### src/rtl/controle_operacao_memoria_pkg.sv
// Shared constants and types for the memory-operation control unit.
package controle_operacao_memoria_pkg;

    localparam logic [6:0] OPC_RTYPE = 7'b0110011;
    localparam logic [6:0] OPC_LOAD  = 7'b0000011;
    localparam logic [6:0] OPC_STORE = 7'b0100011;
    localparam logic [2:0] F3_D      = 3'b011;
    localparam logic [2:0] F3_ADDSUB = 3'b000;
    localparam logic [6:0] F7_ADD    = 7'b0000000;
    localparam logic [6:0] F7_SUB    = 7'b0100000;

    typedef enum logic [2:0] {
        StIdle   = 3'd0,
        StDecode = 3'd1,
        StExec   = 3'd2,
        StMem    = 3'd3,
        StWb     = 3'd4,
        StDone   = 3'd5
    } state_e;

    typedef enum logic [2:0] {
        OP_ADD = 3'd0,
        OP_SUB = 3'd1,
        OP_LD  = 3'd2,
        OP_SD  = 3'd3,
        OP_ILL = 3'd4
    } op_e;

    function automatic logic is_mem_op(op_e op);
        return (op == OP_LD) || (op == OP_SD);
    endfunction

endpackage

### src/rtl/controle_operacao_memoria_if.sv
// Instruction, register-file, datapath-select and memory signals of the controller.
// master = controller side, slave = surrounding datapath/memory/issue side.
interface controle_operacao_memoria_if #(
    parameter int unsigned DATA_W = 64,
    parameter int unsigned REG_AW = 5
);
    logic              instr_valid;
    logic [31:0]       instr;
    logic              instr_ready;
    logic [REG_AW-1:0] rf_ra;
    logic [REG_AW-1:0] rf_rb;
    logic [REG_AW-1:0] rf_wa;
    logic              rf_we;
    logic              wb_sel;
    logic [DATA_W-1:0] OFFSET;
    logic              OP_MEM;
    logic              ADD_SUB;
    logic              mem_re;
    logic              mem_we;
    logic              mem_ack;
    logic              busy;
    logic              done;
    logic              err;

    modport master (
        input  instr_valid, instr, mem_ack,
        output instr_ready, rf_ra, rf_rb, rf_wa, rf_we, wb_sel, OFFSET, OP_MEM, ADD_SUB,
        output mem_re, mem_we, busy, done, err
    );

    modport slave (
        output instr_valid, instr, mem_ack,
        input  instr_ready, rf_ra, rf_rb, rf_wa, rf_we, wb_sel, OFFSET, OP_MEM, ADD_SUB,
        input  mem_re, mem_we, busy, done, err
    );
endinterface

### src/rtl/controle_operacao_memoria_decodificador_instr.sv
// Purely combinational decode of ADD/SUB/LD/SD, register fields and sign-extended offset.
module decodificador_instr
    import controle_operacao_memoria_pkg::*;
#(
    parameter int unsigned DATA_W = 64,
    parameter int unsigned REG_AW = 5
) (
    input  logic [31:0]       instr_i,
    output op_e               op_o,
    output logic [REG_AW-1:0] rs1_o,
    output logic [REG_AW-1:0] rs2_o,
    output logic [REG_AW-1:0] rd_o,
    output logic [DATA_W-1:0] offset_o
);
    logic [6:0]  opcode;
    logic [2:0]  funct3;
    logic [6:0]  funct7;
    logic [11:0] imm;

    assign opcode = instr_i[6:0];
    assign funct3 = instr_i[14:12];
    assign funct7 = instr_i[31:25];
    assign rs1_o  = REG_AW'(instr_i[19:15]);
    assign rs2_o  = REG_AW'(instr_i[24:20]);
    assign rd_o   = REG_AW'(instr_i[11:7]);

    // Classify the word and select the immediate format it carries.
    always_comb begin
        op_o = OP_ILL;
        imm  = 12'h000;
        if (opcode == OPC_RTYPE && funct3 == F3_ADDSUB) begin
            if (funct7 == F7_ADD) begin
                op_o = OP_ADD;
            end else if (funct7 == F7_SUB) begin
                op_o = OP_SUB;
            end
        end else if (opcode == OPC_LOAD && funct3 == F3_D) begin
            op_o = OP_LD;
            imm  = instr_i[31:20];
        end else if (opcode == OPC_STORE && funct3 == F3_D) begin
            op_o = OP_SD;
            imm  = {instr_i[31:25], instr_i[11:7]};
        end
    end

    assign offset_o = {{(DATA_W-12){imm[11]}}, imm};
endmodule

### src/rtl/controle_operacao_memoria.sv
// Multi-cycle controller for the shared add/sub + address datapath.
// Optional macro MEM_TIMEOUT_EN: abort a memory access after MEM_TIMEOUT cycles without ack.
module controle_operacao_memoria
    import controle_operacao_memoria_pkg::*;
#(
    parameter int unsigned DATA_W = 64,
    parameter int unsigned REG_AW = 5
`ifdef MEM_TIMEOUT_EN
    ,
    parameter int unsigned MEM_TIMEOUT = 16
`endif
) (
    input logic                          clk,
    input logic                          reset,
    controle_operacao_memoria_if.master  bus
);
    op_e               dec_op;
    logic [REG_AW-1:0] dec_rs1, dec_rs2, dec_rd;
    logic [DATA_W-1:0] dec_offset;

    state_e            state_q, state_d;
    op_e               op_q;
    logic [REG_AW-1:0] rs1_q, rs2_q, rd_q;
    logic [DATA_W-1:0] offset_q;
    logic              err_q, err_d;
    logic              accept;
`ifdef MEM_TIMEOUT_EN
    logic [7:0]        wait_q, wait_d;
`endif

    decodificador_instr #(
        .DATA_W (DATA_W),
        .REG_AW (REG_AW)
    ) u_dec (
        .instr_i  (bus.instr),
        .op_o     (dec_op),
        .rs1_o    (dec_rs1),
        .rs2_o    (dec_rs2),
        .rd_o     (dec_rd),
        .offset_o (dec_offset)
    );

    assign accept = (state_q == StIdle) && bus.instr_valid;

    // State register plus abort flag (and wait counter when enabled).
    always_ff @(posedge clk) begin
        if (reset) begin
            state_q <= StIdle;
            err_q   <= 1'b0;
`ifdef MEM_TIMEOUT_EN
            wait_q  <= 8'd0;
`endif
        end else begin
            state_q <= state_d;
            err_q   <= err_d;
`ifdef MEM_TIMEOUT_EN
            wait_q  <= wait_d;
`endif
        end
    end

    // Capture the decoded instruction on accept; held until the next accept.
    always_ff @(posedge clk) begin
        if (reset) begin
            op_q     <= OP_ILL;
            rs1_q    <= '0;
            rs2_q    <= '0;
            rd_q     <= '0;
            offset_q <= '0;
        end else if (accept) begin
            op_q     <= dec_op;
            rs1_q    <= dec_rs1;
            rs2_q    <= dec_rs2;
            rd_q     <= dec_rd;
            offset_q <= dec_offset;
        end
    end

    // Next-state logic.
    always_comb begin
        state_d = state_q;
        err_d   = err_q;
`ifdef MEM_TIMEOUT_EN
        wait_d  = wait_q;
`endif
        unique case (state_q)
            StIdle: begin
                if (accept) begin
                    state_d = StDecode;
                    err_d   = 1'b0;
                end
            end
            StDecode: begin
                if (op_q == OP_ILL) begin
                    state_d = StDone;
                    err_d   = 1'b1;
                end else begin
                    state_d = StExec;
                end
            end
            StExec: begin
                if (is_mem_op(op_q)) begin
                    state_d = StMem;
`ifdef MEM_TIMEOUT_EN
                    wait_d  = 8'd0;
`endif
                end else begin
                    state_d = StWb;
                end
            end
            StMem: begin
                if (bus.mem_ack) begin
                    state_d = (op_q == OP_LD) ? StWb : StDone;
                end
`ifdef MEM_TIMEOUT_EN
                else if (wait_q == 8'(MEM_TIMEOUT - 1)) begin
                    state_d = StDone;
                    err_d   = 1'b1;
                end else begin
                    wait_d = wait_q + 8'd1;
                end
`endif
            end
            StWb:    state_d = StDone;
            StDone:  state_d = StIdle;
            default: state_d = StIdle;
        endcase
    end

    // Outputs: selects held from DECODE through DONE, strobes decoded from state.
    always_comb begin
        bus.instr_ready = (state_q == StIdle);
        bus.busy        = (state_q != StIdle);
        bus.rf_ra       = '0;
        bus.rf_rb       = '0;
        bus.OFFSET      = '0;
        bus.OP_MEM      = 1'b0;
        bus.ADD_SUB     = 1'b0;
        if (state_q != StIdle) begin
            unique case (op_q)
                OP_ADD, OP_SUB: begin
                    bus.rf_ra   = rs1_q;
                    bus.rf_rb   = rs2_q;
                    bus.ADD_SUB = (op_q == OP_SUB);
                end
                OP_LD, OP_SD: begin
                    bus.rf_ra  = rs2_q;
                    bus.rf_rb  = rs1_q;
                    bus.OFFSET = offset_q;
                    bus.OP_MEM = 1'b1;
                end
                default: ;
            endcase
        end
        bus.mem_re = (state_q == StMem) && (op_q == OP_LD);
        bus.mem_we = (state_q == StMem) && (op_q == OP_SD);
        bus.rf_we  = (state_q == StWb) && (rd_q != '0);
        bus.rf_wa  = (state_q == StWb) ? rd_q : '0;
        bus.wb_sel = (state_q == StWb) && (op_q == OP_LD);
        bus.done   = (state_q == StDone);
        bus.err    = (state_q == StDone) && err_q;
    end
endmodule
### src/flat_wrapper.sv
// flat-port wrapper written by rule: the top's interface ports become plain ports
module controle_operacao_memoria_flat import controle_operacao_memoria_pkg::*;
#(
    parameter int unsigned DATA_W = 64,
    parameter int unsigned REG_AW = 5

)
  (clk, reset, bus_instr_valid, bus_instr, bus_mem_ack, bus_instr_ready, bus_rf_ra, bus_rf_rb, bus_rf_wa, bus_rf_we, bus_wb_sel, bus_OFFSET, bus_OP_MEM, bus_ADD_SUB, bus_mem_re, bus_mem_we, bus_busy, bus_done, bus_err);
  controle_operacao_memoria_if #(.DATA_W(DATA_W), .REG_AW(REG_AW)) bus_i ();
  input logic clk;
  input logic reset;
  input wire logic [$bits(bus_i.instr_valid)-1:0] bus_instr_valid;
  input wire logic [$bits(bus_i.instr)-1:0] bus_instr;
  input wire logic [$bits(bus_i.mem_ack)-1:0] bus_mem_ack;
  output wire logic [$bits(bus_i.instr_ready)-1:0] bus_instr_ready;
  output wire logic [$bits(bus_i.rf_ra)-1:0] bus_rf_ra;
  output wire logic [$bits(bus_i.rf_rb)-1:0] bus_rf_rb;
  output wire logic [$bits(bus_i.rf_wa)-1:0] bus_rf_wa;
  output wire logic [$bits(bus_i.rf_we)-1:0] bus_rf_we;
  output wire logic [$bits(bus_i.wb_sel)-1:0] bus_wb_sel;
  output wire logic [$bits(bus_i.OFFSET)-1:0] bus_OFFSET;
  output wire logic [$bits(bus_i.OP_MEM)-1:0] bus_OP_MEM;
  output wire logic [$bits(bus_i.ADD_SUB)-1:0] bus_ADD_SUB;
  output wire logic [$bits(bus_i.mem_re)-1:0] bus_mem_re;
  output wire logic [$bits(bus_i.mem_we)-1:0] bus_mem_we;
  output wire logic [$bits(bus_i.busy)-1:0] bus_busy;
  output wire logic [$bits(bus_i.done)-1:0] bus_done;
  output wire logic [$bits(bus_i.err)-1:0] bus_err;
  assign bus_i.instr_valid = bus_instr_valid;
  assign bus_i.instr = bus_instr;
  assign bus_i.mem_ack = bus_mem_ack;
  assign bus_instr_ready = bus_i.instr_ready;
  assign bus_rf_ra = bus_i.rf_ra;
  assign bus_rf_rb = bus_i.rf_rb;
  assign bus_rf_wa = bus_i.rf_wa;
  assign bus_rf_we = bus_i.rf_we;
  assign bus_wb_sel = bus_i.wb_sel;
  assign bus_OFFSET = bus_i.OFFSET;
  assign bus_OP_MEM = bus_i.OP_MEM;
  assign bus_ADD_SUB = bus_i.ADD_SUB;
  assign bus_mem_re = bus_i.mem_re;
  assign bus_mem_we = bus_i.mem_we;
  assign bus_busy = bus_i.busy;
  assign bus_done = bus_i.done;
  assign bus_err = bus_i.err;
  controle_operacao_memoria #(.DATA_W(DATA_W), .REG_AW(REG_AW)) u_core (.clk(clk), .reset(reset), .bus(bus_i));
endmodule
### config.mk
export PLATFORM = sky130hd
export DESIGN_NAME = controle_operacao_memoria_flat
export DESIGN_NICKNAME = d
export VERILOG_FILES = /design/src/rtl/controle_operacao_memoria_pkg.sv /design/src/rtl/controle_operacao_memoria_if.sv /design/src/rtl/controle_operacao_memoria_decodificador_instr.sv /design/src/rtl/controle_operacao_memoria.sv /design/src/flat_wrapper.sv
export SDC_FILE = /design/constraint.sdc
export NUM_CORES = 1
export LEC_CHECK = 0
export BUFFER_PORTS_ARGS = -buffer_cell sky130_fd_sc_hd__buf_2
export CORE_UTILIZATION = 30
export CTS_BUF_LIST = sky130_fd_sc_hd__clkbuf_2
export DETAILED_ROUTE_END_ITERATION = 12
export HOLD_SLACK_MARGIN = 0.1
export PLACE_DENSITY = 0.66
export SLEW_MARGIN = 10
export SYNTH_ARGS = -nofsm -noshare
export SYNTH_HDL_FRONTEND = slang
export SYNTH_SLANG_ARGS = --single-unit
export TNS_END_PERCENT = 50
### constraint.sdc
create_clock -name clk -period 4.7 [get_ports clk]
set_input_delay 0.235 -clock clk [delete_from_list [all_inputs] [get_ports clk]]
set_output_delay 0.235 -clock clk [all_outputs]
set_load 0.02 [all_outputs]
==> results by group, run 1 <==
Outcome
  • Result of the run: finished clean

Timing
  • Post-layout min period: about 2.9 ns
  • Worst Max-Slew Pin Slew: 0.8995 ns
  • Final slew viol count: 0
  • Total negative slack for setup checks: 0 ns
  • Worst slew slack as a fraction of its limit: 0.3989
  • Final Skew: 0.02065 ns
  • Setup repair after global routing missed its margin: false
  • # setup viols final: 0
  • Final hold violation count: 0
  • Share of the cycle needed by the critical path after routing: 0.6222
  • Max frequency: 341.9 MHz

Yosys
  • Simple-Gate Fraction of Synth Area: 0.2617
  • Sequential share of the synthesized area: 0.3116
  • Number of synthesized flops with an enable pin: 0
  • Total of flip-flops plus latches after synthesis: 34
  • Warnings, synthesis: 0
  • Share of synthesized cell area in full adder, half adder and majority cells: 0
  • Mean instance size in the synthesized netlist: 7.858 µm²
  • Synthesized instance count: between 200 and 300
  • Post-synthesis async set-or-reset flop share: 0
  • Main combinational cell family by area after synthesis: simple AND/OR/NAND/NOR gates
  • Synth Net Count: around 310
  • Unique cell type count in the Yosys netlist: 40
  • Post-synthesis compound-gate area fraction: 0.1329
  • Multiplexer share of the synthesized area: 0.06873
  • Mapped Area: 2185 µm²
  • Share of the synthesized netlist area taken by xor and xnor gates: 0
  • Synth Flop Type: sky130_fd_sc_hd__dfxtp_1

Place
  • DP Wirelength: around 4000 µm
  • Number of placed cells counting well taps: ~430
  • Buffers added on ports: 124
  • RD Place Congestion: 0.8432

Layout
  • Layout cells sized above 1: 0.3872
  • Layout-stage area growth over the synthesis result: 21.76%
  • Number of nets in the final layout: 394
  • Count of non-filler cells in the finished layout: 455
  • Total inserted antenna cells: 0
  • Filler Cell Count: about 760

Setup path
  • Critical path required time: 4.47 ns
  • Buffers & Inverters on Critical Path: 1
  • Cell type of the slowest stage on the worst timing path: sky130_fd_sc_hd__dfxtp_1
  • Delay of the slowest critical-path stage: 0.72 ns
  • Data arrival at the endpoint of the critical path: 2.69 ns
  • Kind of end point of the critical path: primary output
  • Largest fanout on the critical path: 53
  • Ordered list of cells on the worst path: nor3_4 > nor2_1 > and3_2 > buf_2
  • Largest delay contributor family on the critical path: simple AND/OR/NAND/NOR gates
  • Setup CP Type: register to primary output
  • Type of element launching the critical path: register

Detailed routing
  • Number of optimization iterations in the first detailed-route pass: 4
  • Total DRC errors in the routed layout: 0
  • Routed Wire Length: between 5000 and 6000 µm
  • Number of vias per cell after detailed routing: 4.622
  • Via count: ~2100
  • Initial detailed-routing violation count: around 100
  • Average wire per cell in the routed design: 12.54 µm
  • Final ANT Viol Nets: 0

Job
  • Maximum Capacitance Violations: 0

Clock network
  • H-tree level count: 2
  • Latest clock arrival within the worst-skew pair: 0.37 ns
  • CTS-repair resized insts: 0
  • TritonCTS buffer count: 5
  • Clock Sink Count: 34
  • CTS clk-pin slew, worst paths: ~0.18 ns
  • CTS tree: yes
  • Postcts setup bufs: 0
  • Clock root cell: sky130_fd_sc_hd__clkbuf_2
  • Bufs on Longest Clock Path: 2

Floorplan
  • Die area: 7627 µm²
  • Number of placement rows: 30
  • Die width: 87.34 µm
  • Area of the core: 6907 µm²
  • Overall die height: roughly 87 µm
  • Number of placed I/O pins: 125
  • Initial standard-cell utilization of the core: 0.3163

Global routing
  • GRT Resource Usage Total: 0.1460
  • Wire length of the first global-routing pass: between 8000 and 9000 µm
  • Number of antenna violations at the first check in global routing: 0
  • Pin count of the biggest net entering global routing: between 50 and 60
  • GRT Residual Overflow: 0
  • Vias in the first global route: 1864

Worst hold path
  • Path category of the worst min-delay check: input pin to register

Pwr
  • Power per unit of standard cell area: 228.0 nW/µm²
  • Leakage power: 1.362 nW
  • Worst vdd rail ir drop: between 0.0001 and 0.00015 V
layer usage:
metal | global-route usage | up-vias | part of all wire
met5 | 0.006993 | - | 0
met4 | 0.05961 | 0 | 0.032
met3 | 0.04076 | 20 | 0.056
met2 | 0.2322 | 84 | 0.47
met1 | 0.1847 | 952 | 0.44
li1 | - | 1047 | -
per-stage QoR:
stage	hold slack [ns]	total power, W	util	cell area (µm²)	setup WS, ns
after floorplan	0.3710	0.0004259	-	2185	2.170
after global placement	0.4331	0.0004641	0.3562	2460	1.971
after detailed placement	0.4415	0.0004668	0.3562	2460	1.770
after CTS	0.1005	0.0006095	0.3792	2619	1.324
after global routing	0.1075	0.0006456	0.3851	2660	1.412
final	0.1339	0.0006066	0.3851	2660	1.776
cells in the mapped netlist (2+ instances only):
cell type | count | area [µm²]
sky130_fd_sc_hd__a22oi_1 | 7 | 52.55
sky130_fd_sc_hd__o21ai_0 | 2 | 10.01
sky130_fd_sc_hd__nand2_1 | 37 | 138.9
sky130_fd_sc_hd__buf_2 | 6 | 30.03
sky130_fd_sc_hd__clkbuf_1 | 6 | 22.52
sky130_fd_sc_hd__and2_1 | 8 | 50.05
sky130_fd_sc_hd__buf_4 | 55 | 412.9
sky130_fd_sc_hd__o21ai_1 | 5 | 25.02
sky130_fd_sc_hd__and4_1 | 2 | 17.52
sky130_fd_sc_hd__inv_1 | 3 | 11.26
sky130_fd_sc_hd__nor4b_1 | 3 | 26.28
sky130_fd_sc_hd__dfxtp_1 | 34 | 680.7
sky130_fd_sc_hd__mux2i_1 | 15 | 150.1
sky130_fd_sc_hd__nor2b_1 | 2 | 12.51
sky130_fd_sc_hd__and3_1 | 13 | 81.33
sky130_fd_sc_hd__nor3b_1 | 3 | 22.52
sky130_fd_sc_hd__nand2b_1 | 2 | 12.51
sky130_fd_sc_hd__nor2_1 | 26 | 97.59
sky130_fd_sc_hd__nor3_1 | 3 | 15.01
sky130_fd_sc_hd__nor4_1 | 3 | 18.77
sky130_fd_sc_hd__a21oi_1 | 24 | 120.1
flip-flops by register name, summed over array words and instances (netlist names):
register         cells
u_core.rs2_q         5
u_core.err_q         1
u_core.offset_q     12
u_core.op_q          3
u_core.rd_q          5
u_core.state_q       3
u_core.rs1_q         5
timing repair:
action	4_1_cts	5_1_grt
hold buffers	12	4
hold endpoints to repair	12	4
setup endpoints to repair	0	0
path summary, 6_finish.rpt:
check | from | end | slack (ns) | cells past startpoint
setup / recovery | u_core.state_q[1]$_SDFFE_PP0P_ | bus_OFFSET[41] | 1.78 | 4
hold reg to reg | u_core.offset_q[4]$_SDFFE_PP0P_ | u_core.offset_q[4]$_SDFFE_PP0P_ | 0.46 | 2
setup reg to reg | u_core.state_q[1]$_SDFFE_PP0P_ | u_core.op_q[0]$_SDFFE_PP0P_ | 2.66 | 4
hold / removal | bus_instr[29] | u_core.offset_q[9]$_SDFFE_PP0P_ | 0.13 | 3
cells in the final DEF, fill, tap and decap left out, types with 2 or more instances in the layout:
| cell type | synthesis | final |
|---|---|---|
| sky130_fd_sc_hd__buf_2 | 6 | 124 |
| sky130_fd_sc_hd__nor2b_1 | 2 | 2 |
| sky130_fd_sc_hd__dfxtp_1 | 34 | 34 |
| sky130_fd_sc_hd__and2_1 | 8 | 8 |
| sky130_fd_sc_hd__and4_1 | 2 | 2 |
| sky130_fd_sc_hd__nor3_1 | 3 | 3 |
| sky130_fd_sc_hd__a22oi_1 | 7 | 7 |
| sky130_fd_sc_hd__nand2b_1 | 2 | 2 |
| sky130_fd_sc_hd__nor2_1 | 26 | 26 |
| sky130_fd_sc_hd__a21oi_1 | 24 | 24 |
| sky130_fd_sc_hd__and3_1 | 13 | 12 |
| sky130_fd_sc_hd__mux2i_1 | 15 | 15 |
| sky130_fd_sc_hd__o21ai_0 | 2 | 2 |
| sky130_fd_sc_hd__nand2_1 | 37 | 37 |
| sky130_fd_sc_hd__dlygate4sd3_1 | 0 | 16 |
| sky130_fd_sc_hd__nor4b_1 | 3 | 3 |
| sky130_fd_sc_hd__nor4_1 | 3 | 3 |
| sky130_fd_sc_hd__nor3b_1 | 3 | 3 |
| sky130_fd_sc_hd__o21ai_1 | 5 | 5 |
| sky130_fd_sc_hd__buf_4 | 55 | 2 |
| sky130_fd_sc_hd__clkbuf_2 | 0 | 6 |
| sky130_fd_sc_hd__inv_1 | 3 | 3 |
worst register-to-register path, stage by stage, from the launching register on:
cell	delay, ns
sky130_fd_sc_hd__dfxtp_1	0.52
sky130_fd_sc_hd__nor3_4	0.30
sky130_fd_sc_hd__nand2_1	0.57
sky130_fd_sc_hd__a221oi_1	0.46
sky130_fd_sc_hd__nor3_1	0.09
final cells by class:
type / instances / area [µm²] / area share
multi-input cells: 172 / 1013 / 0.3810
clock inverters: 2 / 8.758 / 0.003293
flip-flops and latches: 34 / 680.7 / 0.2559
well taps: 96 / 120.1 / 0.04516
repair buffers: 142 / 795.8 / 0.2992
clock buffers: 6 / 30.03 / 0.01129
inverters: 3 / 11.26 / 0.004233
report_power, final:
group	internal [W]	total [W]	switching [W]
combinational	0.0000607	0.000141	0.0000808
clock	0.0000367	0.000134	0.0000978
sequential	0.000306	0.000331	0.0000244
total	0.000404	0.000607	0.000203
cell families after synthesis:
family / Yosys count
AND/OR/NAND/NOR: 109
buffers and inverters: 72
AO/OA/AOI/OAI: 48
flip-flops: 34
multiplexers: 15
Note: power is estimated with default switching activity, not from simulation.
==> inputs of run 2 (changes only) <==
ABC_AREA = 1   (was default)
PLACE_DENSITY = 0.65   (was 0.66)
clock period = 2.85 ns   (was 4.7 ns; I/O delays follow)
==> results by group, run 2 <==
Global routing
  • Met2 track utilization from global routing: 0.2277 (-0.004509)
  • GRT Residual Overflow: 0 (unchanged)
  • GRT Resource Usage Total: 0.1447 (-0.001298)
  • Met1 usage: 0.1996 (+0.01485)
  • Number of antenna violations at the first check in global routing: 0 (unchanged)
  • Wire length of the first global-routing pass: 9715 µm (+11%)
  • Vias in the first global route: 2025 (+8.6%)
  • Global routing's busiest layer: met2
  • Met3 Track Usage GR: 0.03620 (-0.004563)
  • Pin count of the biggest net entering global routing: 54 (unchanged)

Timing
  • Worst Max-Slew Pin Slew: 0.6019 ns (-0.2976 ns)
  • Total negative slack for setup checks: 0 ns (unchanged)
  • Max frequency: roughly 520 MHz
  • Final slew viol count: 0 (unchanged)
  • Worst hold slack: 0.1600 ns (+0.02612 ns)
  • # setup viols final: 0 (unchanged)
  • Final hold violation count: 0 (unchanged)
  • Final Skew: 0.01818 ns (-0.002466 ns)
  • Post-layout min period: between 1.5 and 2 ns
  • Setup repair after global routing missed its margin: false
  • Share of the cycle needed by the critical path after routing: 0.6709
  • Worst slew slack as a fraction of its limit: 0.5987 (+0.1999)

Layout
  • Number of flip-flops under the largest register name: 12 (unchanged)
  • Area occupied by registers: 680.7 µm² (unchanged)
  • Final core utilization: 0.3954 (+0.01023)
  • Number of nets in the final layout: 469 (+19%)
  • Multi-input logic area: 1082 µm² (+6.8%)
  • Layout-stage area growth over the synthesis result: 25.19%
  • Most common library cell in the layout ignoring fill and taps: sky130_fd_sc_hd__buf_2
  • Most frequent cells in the layout: 124 x sky130_fd_sc_hd__buf_2, 66 x sky130_fd_sc_hd__nand2_1, 44 x sky130_fd_sc_hd__nor2_1
  • Layout cells sized above 1: 0.3811 (-0.006124)
  • Reg with most FFs: u_core.offset_q
  • Filler Cell Count: 785 (+2.9%)
  • Total inserted antenna cells: 0 (unchanged)
  • Post-route standard cell area excluding fillers: 2929 µm² (+10%)

Yosys
  • Multiplexer share of the synthesized area: 0 (-0.06873)
  • Main area contributors after synthesis: sky130_fd_sc_hd__dfxtp_1 29%, sky130_fd_sc_hd__buf_4 17%, sky130_fd_sc_hd__nand2_1 11%, sky130_fd_sc_hd__nor2_1 7.2%, sky130_fd_sc_hd__nand3_1 5.6%
  • Synth Net Count: 377 (+20%)
  • Share of synthesized cell area in full adder, half adder and majority cells: 0 (unchanged)
  • Sequential share of the synthesized area: 0.2909 (-0.02066)
  • Post-synthesis async set-or-reset flop share: 0 (unchanged)
  • Library cell with the highest instance count after synthesis: sky130_fd_sc_hd__nand2_1
  • Simple-Gate Fraction of Synth Area: 0.3198 (+0.05804)
  • Cell taking the most area after synthesis: sky130_fd_sc_hd__dfxtp_1
  • Post-synthesis compound-gate area fraction: 0.1417 (+0.008836)
  • Synth Flop Type: sky130_fd_sc_hd__dfxtp_1
  • Mean instance size in the synthesized netlist: 6.861 µm² (-13%)
  • Share of the synthesized netlist area taken by xor and xnor gates: 0 (unchanged)
  • Main combinational cell family by area after synthesis: simple AND/OR/NAND/NOR gates
  • Total of flip-flops plus latches after synthesis: 34 (unchanged)
  • Top cell type's share of synthesized area: 0.2909 (-0.02066)
  • Cell types with the highest counts after synthesis: 66 x sky130_fd_sc_hd__nand2_1, 52 x sky130_fd_sc_hd__buf_4, 45 x sky130_fd_sc_hd__nor2_1
  • Mapped Area: 2340 µm² (+7.1%)
  • Warnings, synthesis: 0 (unchanged)
  • Unique cell type count in the Yosys netlist: 32 (-20%)
  • Synthesized instance count: 341 (+23%)
  • Number of synthesized flops with an enable pin: 0 (unchanged)

Setup path
  • Kind of end point of the critical path: primary output
  • Largest fanout on the critical path: 53 (unchanged)
  • Largest delay contributor family on the critical path: buffers and inverters
  • Delay of the slowest critical-path stage: 0.36 ns (-0.36 ns)
  • Cell type of the slowest stage on the worst timing path: sky130_fd_sc_hd__dfxtp_1
  • Ordered list of cells on the worst path: inv_2 > nand2_4 > nor2_8 > nor2_2 > buf_4 > buf_2
  • Setup CP Type: register to primary output
  • Critical path required time: 2.71 ns (-1.76 ns)
  • Type of element launching the critical path: register
  • Data arrival at the endpoint of the critical path: 1.77 ns (-0.92 ns)
  • Buffers & Inverters on Critical Path: 3 (+2)

Detailed routing
  • Total DRC errors in the routed layout: 0 (unchanged)
  • Routed Wire Length: 5831 µm (+2.2%)
  • Number of vias per cell after detailed routing: 4.378 (-5.3%)
  • Average wire per cell in the routed design: 10.96 µm (-13%)
  • Via count: 2329 (+11%)
  • Number of optimization iterations in the first detailed-route pass: 4 (unchanged)
  • Initial detailed-routing violation count: 89 (-13%)
  • Final ANT Viol Nets: 0 (unchanged)

Floorplan
  • Overall die height: 90.31 µm (+3.4%)
  • Die width: 90.31 µm (+3.4%)
  • Initial standard-cell utilization of the core: 0.3158 (-0.0004793)
  • Die area: 8156 µm² (+6.9%)
  • Number of placed I/O pins: 125 (unchanged)
  • Area of the core: 7408 µm² (+7.3%)
  • Number of placement rows: 31 (+3.3%)

Clock network
  • Bufs on Longest Clock Path: 2 (unchanged)
  • TritonCTS buffer count: 5 (unchanged)
  • Postcts setup bufs: 0 (unchanged)
  • CTS clk-pin slew, worst paths: 0.15 ns (-0.03 ns)
  • CTS-repair resized insts: 0 (unchanged)
  • Clock Sink Count: 34 (unchanged)
  • Clock root cell: sky130_fd_sc_hd__clkbuf_2
  • CTS tree: yes
  • H-tree level count: 2 (unchanged)
  • Latest clock arrival within the worst-skew pair: 0.39 ns (+0.02 ns)

Pwr
  • Worst vdd rail ir drop: 0.0001580 V (+42%)
  • Leakage power: 1.478 nW (+8.5%)
  • Power per unit of standard cell area: 378.6 nW/µm² (+66%)

Outcome
  • Result of the run: finished clean

Job
  • Maximum Capacitance Violations: 0 (unchanged)

Place
  • Buffers added on ports: 124 (unchanged)
  • Dpl cell area: 2640 µm² (+7.3%)
  • DP Wirelength: 4337 µm (+8.2%)
  • RD Place Congestion: 0.8540 (+1.3%)

Worst hold path
  • Path category of the worst min-delay check: input pin to register
==> run 2: worst reg2reg max path, delay by kind of cell (launching register included) <==
| family | cells | cell delay, ns |
|---|---|---|
| and+or+nand+nor | 5 | 0.86 |
| DFF | 1 | 0.36 |
| buffers and inverters | 2 | 0.35 |
| AOI/OAI and AO/OA | 1 | 0.10 |
==> run 2: per-layer routing <==
| metal | part of all wire | up-vias |
|---|---|---|
| met5 | 0 | - |
| met4 | 0.0077 | 0 |
| met3 | 0.067 | 6 |
| met2 | 0.45 | 97 |
| met1 | 0.48 | 1006 |
| li1 | - | 1220 |
==> run 2: path summary, 6_finish.rpt <==
kind / slack, ns / startpoint / endpoint / depth (start not counted)
hold / removal: 0.16 / bus_instr_valid / u_core.state_q[2]$_SDFFE_PP0P_ / 5
setup reg to reg: 1.11 / u_core.state_q[0]$_SDFFE_PP0P_ / u_core.op_q[2]$_SDFFE_PP1P_ / 8
setup / recovery: 0.94 / u_core.state_q[0]$_SDFFE_PP0P_ / bus_OFFSET[43] / 6
hold reg to reg: 0.47 / u_core.err_q$_SDFFE_PP0P_ / u_core.err_q$_SDFFE_PP0P_ / 2
==> run 2: logic make-up (layout without fill, tap and decap cells) <==
group	Yosys count	count (layout)
compound gates	52	52
buf+inv	94	186
flops	34	34
simple gates	161	161
==> run 2: where the power goes <==
group	internal (W)	switching (W)	leakage, nW
Combinational	0.0000977	0.000182	1.16
Clock	0.000141	0.000162	0.0365
Sequential	0.000506	0.0000205	0.277
Total	0.000744	0.000364	1.48
==> run 2: what timing repair did <==
item	4_1_cts	5_1_grt
hold endpoints to repair	24	0
hold buffers	23	0
endpoints found under the setup margin	0	0
==> run 2: cell type report <==
type	instances	area share
Timing Repair Buffer	149	0.2956
Clock buffer	5	0.008543
Inverter	30	0.04015
Clock inverter	2	0.01153
Multi-Input combinational cell	213	0.3695
Tap cell	99	0.04229
Sequential cell	34	0.2324
==> run 2: metrics by stage <==
| stage | total power (W) | instances | setup slack (ns) |
|---|---|---|---|
| 6_report | 0.001109 | 532 | 0.9379 |
| 5_1_grt | 0.001170 | 532 | 0.7766 |
| 4_1_cts | 0.001116 | 532 | 0.9065 |
| 3_5_place_dp | 0.0007919 | 502 | 1.105 |
| 3_3_place_gp | 0.0007853 | 502 | 1.168 |
| 2_1_floorplan | 0.0007248 | 341 | 0.3540 |
